--- config.mk ---
export PLATFORM = sky130hd
export DESIGN_NAME = par_to_serial
export DESIGN_NICKNAME = d
export VERILOG_FILES = /design/src/rtl/par_to_serial.sv
export SDC_FILE = /design/constraint.sdc
export NUM_CORES = 1
export LEC_CHECK = 0
export CORE_MARGIN = 2
export CORE_UTILIZATION = 36
export CTS_CLUSTER_DIAMETER = 150
export DETAILED_ROUTE_END_ITERATION = 6
export REMOVE_ABC_BUFFERS = 1
export SYNTH_ARGS = -nofsm -noshare
export SYNTH_HDL_FRONTEND = slang
export SYNTH_SLANG_ARGS = --single-unit
--- constraint.sdc ---
create_clock -name clk_32f -period 1.3 [get_ports clk_32f]
set_input_delay 0.39 -clock clk_32f [delete_from_list [all_inputs] [get_ports clk_32f]]
set_output_delay 0.39 -clock clk_32f [all_outputs]
set_load 0.03 [all_outputs]
--- src/rtl/par_to_serial.sv ---
// Byte-to-bit serializer: emits one byte MSB first every 8 clocks, filling with
// an idle byte when no data is offered and resyncing after reset with idle bytes.
module par_to_serial #(
  parameter logic [7:0]  IDLE_BYTE  = 8'hBC,
  parameter int unsigned INIT_IDLES = 4
) (
  input  logic       clk_32f,
  input  logic       reset,
  input  logic [7:0] data_in,
  input  logic       valid_in,
  output logic       ready_out,
  output logic       data_out,
  output logic       active
);

  localparam logic [3:0] InitIdles = 4'(INIT_IDLES);

  typedef enum logic [0:0] {StSync, StRun} state_e;

  state_e     r_state;
  state_e     w_state_next;
  logic [2:0] r_cnt;
  logic [7:0] r_sh;
  logic       r_active;
  logic [3:0] r_idle_cnt;
  logic [3:0] w_idle_cnt_next;
  logic       w_boundary;
  logic       w_accept;

  assign w_boundary = (r_cnt == 3'd7);
  assign ready_out  = (r_state == StRun) && w_boundary;
  assign w_accept   = w_boundary && valid_in && ready_out;
  assign data_out   = r_sh[7];
  assign active     = r_active;

  always_comb begin
    w_state_next    = r_state;
    w_idle_cnt_next = r_idle_cnt;
    unique case (r_state)
      StSync: begin
        if (w_boundary) w_idle_cnt_next = r_idle_cnt + 4'd1;
        // Enter RUN as cnt reaches 7 so ready_out covers the last idle bit.
        if (r_cnt == 3'd6 && r_idle_cnt == InitIdles) w_state_next = StRun;
      end
      StRun: w_state_next = StRun;
      default: w_state_next = StSync;
    endcase
  end

  always_ff @(posedge clk_32f) begin
    if (reset) begin
      r_state    <= StSync;
      r_cnt      <= 3'd7;
      r_sh       <= 8'h00;
      r_active   <= 1'b0;
      r_idle_cnt <= 4'd0;
    end else begin
      r_state    <= w_state_next;
      r_idle_cnt <= w_idle_cnt_next;
      r_cnt      <= r_cnt + 3'd1;
      if (w_boundary) begin
        r_sh     <= w_accept ? data_in : IDLE_BYTE;
        r_active <= w_accept;
      end else begin
        r_sh <= {r_sh[6:0], 1'b0};
      end
    end
  end

endmodule

Word level (Yosys, flattened, before mapping)
Index checks and enable logic that the tools add are counted.
Cells by class
  bitwise logic cells: 3
  add/subtract/negate cells: 2
  eq/ne operators: 3
  multiplexer cells: 4
  reductions and logical operators: 6
Operators by type and width (count)
  two-way mux 8 bit: 2
  equality test 3 bit, second input constant: 2
  adder 4 x 1 -> 4 bit, second input constant: 1
  equality test 4 x 3 -> 1 bit, second input constant: 1
  logical AND 1 bit: 4
  adder 3 x 1 -> 3 bit, second input constant: 1
  inverter 1 bit: 3
  OR reduction 3 bit: 1
  case mux 1 bit (2 select lines): 1
  AND reduction 2 bit: 1
  two-way mux 1 bit: 1
Word-level totals
  word-level logic and storage cells: 24
  output and inout port bits: 3
  bits in registers: 17

Depth between registers and ports, before layout
  depth in word-level cells: 5
  mapped depth: 6
  depth with buffers taken out: 5

Worst setup path after synthesis
No wires, ideal clock.
  path type: register -> output
  from: register r_cnt[0]
  to: output port ready_out
  required time: 910 ps
  slack: -48 ps
  arrival time: 958 ps
  stages on the path, launching flop included: 4
  path buffers: 0
  cells stage by stage: dfxtp_1 > ha_1 > ha_1 > and2_1
Between the ends
  cells in the longest elaborated chain, start to end: 2
Ends and longest elaborated chain
  from (decl): RTL line 22  | logic [2:0] r_cnt;
  from (signal assigned): RTL line 60  | r_cnt <= r_cnt + 3'd1;
  equality test 3 bit: RTL line 30  | assign w_boundary = (r_cnt == 3'd7);
  logical AND 1 bit: RTL line 31  | assign ready_out = (r_state == StRun) && w_boundary;
  to (decl): RTL line 11  | output logic ready_out,
No other way between the ends.

Worst setup path in the final report
Same ends and word-level chain as after synthesis.

==> impl_results.html <==
<table>
<tr><th>Metric</th><th>Value</th></tr>
<tr><th colspan="2">Finish</th></tr>
<tr><td>Leading cell types in the layout, fill and taps excluded</td><td>sky130_fd_sc_hd__nor2_1 (15), sky130_fd_sc_hd__dfxtp_1 (15), sky130_fd_sc_hd__buf_4 (12)</td></tr>
<tr><td>Ratio of cells with drive above 1 in the final layout</td><td>0.299</td></tr>
<tr><td>Antenna cell count</td><td>0</td></tr>
<tr><td>Total area of multi-input combinational cells</td><td>368 sq um</td></tr>
<tr><td>Final net count</td><td>114</td></tr>
<tr><td>Final std cell area, no fill</td><td>992 sq um</td></tr>
<tr><td>Register cell area after layout</td><td>343 sq um</td></tr>
<tr><td># fillers</td><td>164</td></tr>
<tr><td>Growth of design area from synthesis to finish</td><td>45.8%</td></tr>
<tr><th colspan="2">Power</th></tr>
<tr><td>Worst vdd rail ir drop</td><td>0.562 mV</td></tr>
<tr><td>Power per standard cell area</td><td>1150 mW/mm^2</td></tr>
<tr><td>Power Internal</td><td>0.000855 W</td></tr>
<tr><td>Part of the power in registers</td><td>0.531</td></tr>
<tr><td>Portion of total power attributed to combinational logic</td><td>0.235</td></tr>
<tr><td>Leakage</td><td>0.417 nW</td></tr>
<tr><td>Share of power burned in the clock network</td><td>0.235</td></tr>
<tr><td>Switching power as a share of total power</td><td>0.249</td></tr>
<tr><td>Net Sw Power</td><td>0.000283 W</td></tr>
<tr><th colspan="2">Logic synthesis</th></tr>
<tr><td>Average instance area after synthesis</td><td>9.45 sq um</td></tr>
<tr><td>Part of the Yosys area used for sequential elements</td><td>0.500</td></tr>
<tr><td>Flop and latch count out of synthesis</td><td>17</td></tr>
<tr><td>Number of distinct standard cells referenced by the synthesized netlist</td><td>23</td></tr>
<tr><td>Synthesized cell area</td><td>681 sq um</td></tr>
<tr><td>Instance count of the mapped netlist</td><td>72</td></tr>
<tr><td>Syn. warnings</td><td>0</td></tr>
<tr><th colspan="2">Place</th></tr>
<tr><td>Port Buffers</td><td>13</td></tr>
<tr><td>Post-detailed-placement half-perimeter wirelength</td><td>872 um</td></tr>
<tr><td>Pre-CTS setup slack</td><td>-0.184 ns</td></tr>
<tr><td>Final weighted congestion of routability-driven global placement</td><td>0.676</td></tr>
<tr><td>Instance area after placement</td><td>893 sq um</td></tr>
<tr><th colspan="2">Clock network</th></tr>
<tr><td>Number of sinks driven by the clock tree</td><td>17</td></tr>
<tr><td>Largest buffer count on any clock path</td><td>2</td></tr>
<tr><td>Cell chosen for the clock root</td><td>sky130_fd_sc_hd__clkbuf_4</td></tr>
<tr><td>H-Tree Depth</td><td>1</td></tr>
<tr><td>Clock edge transition at the registers on the reported setup and hold paths</td><td>0.09 ns</td></tr>
<tr><td>CTS tree</td><td>built</td></tr>
<tr><td>Number of buffers inserted during clock tree synthesis</td><td>3</td></tr>
<tr><td>Later-pin clock latency in the skew report</td><td>0.28 ns</td></tr>
<tr><td>Hold buffer count at cts</td><td>0</td></tr>
<tr><th colspan="2">Critical path</th></tr>
<tr><td>Reg2reg setup slack</td><td>-0.15 ns</td></tr>
<tr><td>Critical path data required time</td><td>0.91 ns</td></tr>
<tr><td>Data arrival time of the worst path</td><td>1.19 ns</td></tr>
<tr><td>Critical R2R Launch</td><td>r_cnt[0]$_SDFF_PP1_</td></tr>
<tr><td>Number of cells traversed by the worst register-to-register path</td><td>6</td></tr>
<tr><td>Kind of end point of the critical path</td><td>output port</td></tr>
<tr><td>Type of the worst setup path</td><td>register to output port</td></tr>
<tr><td>Startpoint kind of the worst setup timing path</td><td>register</td></tr>
<tr><td>Maximum fanout along the worst path</td><td>2</td></tr>
<tr><td>Worst setup path start</td><td>r_cnt[0]$_SDFF_PP1_</td></tr>
<tr><td>End of the worst register-to-register path</td><td>r_idle_cnt[3]$_SDFFE_PP0P_</td></tr>
<tr><td>Worst setup path end</td><td>ready_out</td></tr>
<tr><th colspan="2">STA</th></tr>
<tr><td>Hold violation count in the final report</td><td>0</td></tr>
<tr><td>Final Worst Setup Slack</td><td>-0.278 ns</td></tr>
<tr><td>RSZ-0062 raised after global routing</td><td>true</td></tr>
<tr><td>Slew at the pin closest to its max-slew limit</td><td>0.241 ns</td></tr>
<tr><td>Max transition margin</td><td>0.839</td></tr>
<tr><td>Clock period minus final worst setup slack</td><td>1.58 ns</td></tr>
<tr><td>Setup Skew</td><td>0.00323 ns</td></tr>
<tr><td>Tcrit/Tclk final</td><td>1.21</td></tr>
<tr><td>Max Transition Viols Final</td><td>0</td></tr>
<tr><td>Number of endpoints failing setup at the final stage</td><td>5</td></tr>
<tr><td>Highest clock rate</td><td>634 MHz</td></tr>
<tr><th colspan="2">Route</th></tr>
<tr><td>Total iterations of the first detailed-routing run</td><td>4</td></tr>
<tr><td>Iter 0 DRT Violations</td><td>4</td></tr>
<tr><td>Antenna violation net count after detailed routing</td><td>0</td></tr>
<tr><td>Final routed DRC violation total</td><td>0</td></tr>
<tr><td>Total wirelength of the detailed-routed design</td><td>1.19 mm</td></tr>
<tr><td>Via count</td><td>543</td></tr>
<tr><td>Routed wire length per instance</td><td>9.75 um</td></tr>
<tr><td>Routed vias/inst</td><td>4.45</td></tr>
<tr><th colspan="2">Global routing</th></tr>
<tr><td>Wire length of the first global-routing pass</td><td>1.99 mm</td></tr>
<tr><td>Global-route congestion overflow total</td><td>0</td></tr>
<tr><td>Via count of the first global-routing pass</td><td>501</td></tr>
<tr><td>Number of antenna violations at the first check in global routing</td><td>0</td></tr>
<tr><td>Overall track demand over capacity in global routing</td><td>0.128</td></tr>
<tr><td>Pin count of the biggest net entering global routing</td><td>10</td></tr>
<tr><th colspan="2">Run status</th></tr>
<tr><td>Outcome</td><td>finished, violations left</td></tr>
<tr><td>Violations in the final reports</td><td>setup timing</td></tr>
<tr><th colspan="2">Floorplanning</th></tr>
<tr><td>Row Count</td><td>15</td></tr>
<tr><td>Placeable Area</td><td>0.00175 sq mm</td></tr>
<tr><td>Die area</td><td>0.00225 sq mm</td></tr>
<tr><td>Floorplan die height</td><td>47.5 um</td></tr>
<tr><td>Die X-Extent</td><td>47.5 um</td></tr>
<tr><td>Starting Density</td><td>0.390</td></tr>
<tr><td>I/O pin count</td><td>14</td></tr>
<tr><th colspan="2">Hold path</th></tr>
<tr><td>Worst hold path type</td><td>register to register</td></tr>
<tr><th colspan="2">Flow run</th></tr>
<tr><td>Number of maximum-capacitance violations</td><td>0</td></tr>
</table>
==> power groups by stage <==
stage / clock network (W) / logic [W] / registers (W)
after floorplan: 0 / 0.000110 / 0.000610
after global placement: 0 / 0.000229 / 0.000606
after detailed placement: 0 / 0.000231 / 0.000607
after CTS: 0.000286 / 0.000268 / 0.000605
after global routing: 0.000306 / 0.000302 / 0.000610
final: 0.000267 / 0.000267 / 0.000604
==> cells by family after synthesis <==
kind of cell | Yosys count | synth area share
AOI/OAI and AO/OA | 4 | 0.0294
xor gates and xnor gates | 2 | 0.0257
adders and majority gates | 5 | 0.0919
buffers and inverters | 6 | 0.0404
DFF | 17 | 0.500
muxes | 2 | 0.0312
and+or+nand+nor | 36 | 0.281
==> how the worst min path moves through the flow <==
stage / startpoint / to / slack, ns / cells after the start
after CTS: r_sh[5]$_SDFF_PP0_ / r_sh[6]$_SDFF_PP0_ / 0.46 / 2
after floorplan: r_cnt[0]$_SDFF_PP1_ / r_cnt[0]$_SDFF_PP1_ / 0.39 / 1
after global routing: r_sh[1]$_SDFF_PP0_ / r_sh[2]$_SDFF_PP0_ / 0.49 / 2
after detailed placement: r_sh[5]$_SDFF_PP0_ / r_sh[6]$_SDFF_PP0_ / 0.45 / 2
final: r_sh[5]$_SDFF_PP0_ / r_sh[6]$_SDFF_PP0_ / 0.45 / 2
after global placement: r_sh[0]$_SDFF_PP0_ / r_sh[1]$_SDFF_PP0_ / 0.44 / 2
==> stage by stage <==
| stage | setup TNS, ns | total power (W) | hold WS, ns | std cells | utilization |
|---|---|---|---|---|---|
| final | -0.527 | 0.00114 | 0.455 | 122 | 0.568 |
| after global routing | -0.876 | 0.00122 | 0.493 | 122 | 0.568 |
| after CTS | -0.606 | 0.00116 | 0.458 | 122 | 0.562 |
| after detailed placement | -1.85 | 0.000838 | 0.448 | 117 | 0.512 |
| after global placement | -1.62 | 0.000834 | 0.442 | 117 | 0.512 |
| after floorplan | -0.706 | 0.000721 | 0.387 | 69 | - |
==> flip-flops by register name, summed over array words and instances, names as in the netlist <==
register and count:
active 1, r_cnt 3, r_idle_cnt 4, r_sh 8
r_state 1
==> cells in the mapped netlist <==
master / count / area share
sky130_fd_sc_hd__buf_2: 1 / 0.0073
sky130_fd_sc_hd__or2_2: 1 / 0.0092
sky130_fd_sc_hd__buf_4: 1 / 0.011
sky130_fd_sc_hd__nand3b_1: 1 / 0.011
sky130_fd_sc_hd__xnor2_1: 1 / 0.013
sky130_fd_sc_hd__nor2_1: 15 / 0.083
sky130_fd_sc_hd__ha_1: 5 / 0.092
sky130_fd_sc_hd__and2_1: 1 / 0.0092
sky130_fd_sc_hd__clkbuf_1: 1 / 0.0055
sky130_fd_sc_hd__nand2b_1: 5 / 0.046
sky130_fd_sc_hd__inv_1: 3 / 0.017
sky130_fd_sc_hd__and4b_1: 1 / 0.015
sky130_fd_sc_hd__nand4_1: 1 / 0.0092
sky130_fd_sc_hd__mux2_1: 1 / 0.017
sky130_fd_sc_hd__mux2i_1: 1 / 0.015
sky130_fd_sc_hd__nor3_1: 5 / 0.037
sky130_fd_sc_hd__nand3_1: 3 / 0.022
sky130_fd_sc_hd__dfxtp_1: 17 / 0.50
sky130_fd_sc_hd__a21oi_1: 4 / 0.029
sky130_fd_sc_hd__xor2_1: 1 / 0.013
sky130_fd_sc_hd__nor2b_1: 1 / 0.0092
sky130_fd_sc_hd__nor2b_4: 1 / 0.020
sky130_fd_sc_hd__nor3b_1: 1 / 0.011
==> worst max-delay path, cell delays in order, from the launching register on <==
cell and delay, ns:
sky130_fd_sc_hd__dfxtp_2 0.34, sky130_fd_sc_hd__ha_4 0.16, sky130_fd_sc_hd__ha_4 0.15, sky130_fd_sc_hd__and2_4 0.13
sky130_fd_sc_hd__buf_6 0.13
==> area by class of cell <==
cell class	instances	share of cell area
clock buffer	4	0.0265
sequential	17	0.346
multi-input combinational	49	0.371
timing repair buffer	24	0.214
inverter	3	0.0113
tap	25	0.0315
==> metal layers <==
| metal | GRT usage | vias to the layer above | share of wire |
|---|---|---|---|
| met4 | 0.0500 | 0 | 0.011 |
| met5 | 0 | - | 0 |
| met2 | 0.200 | 14 | 0.44 |
| met3 | 0.0377 | 2 | 0.068 |
| li1 | - | 286 | - |
| met1 | 0.167 | 241 | 0.48 |
==> repair_timing <==
item	4_1_cts	5_1_grt
pin swaps	1	5
gates resized for setup	12	2
endpoints found under the setup margin	14	10
buffers inserted	1	0
Power figures use the tool's default switching activity.
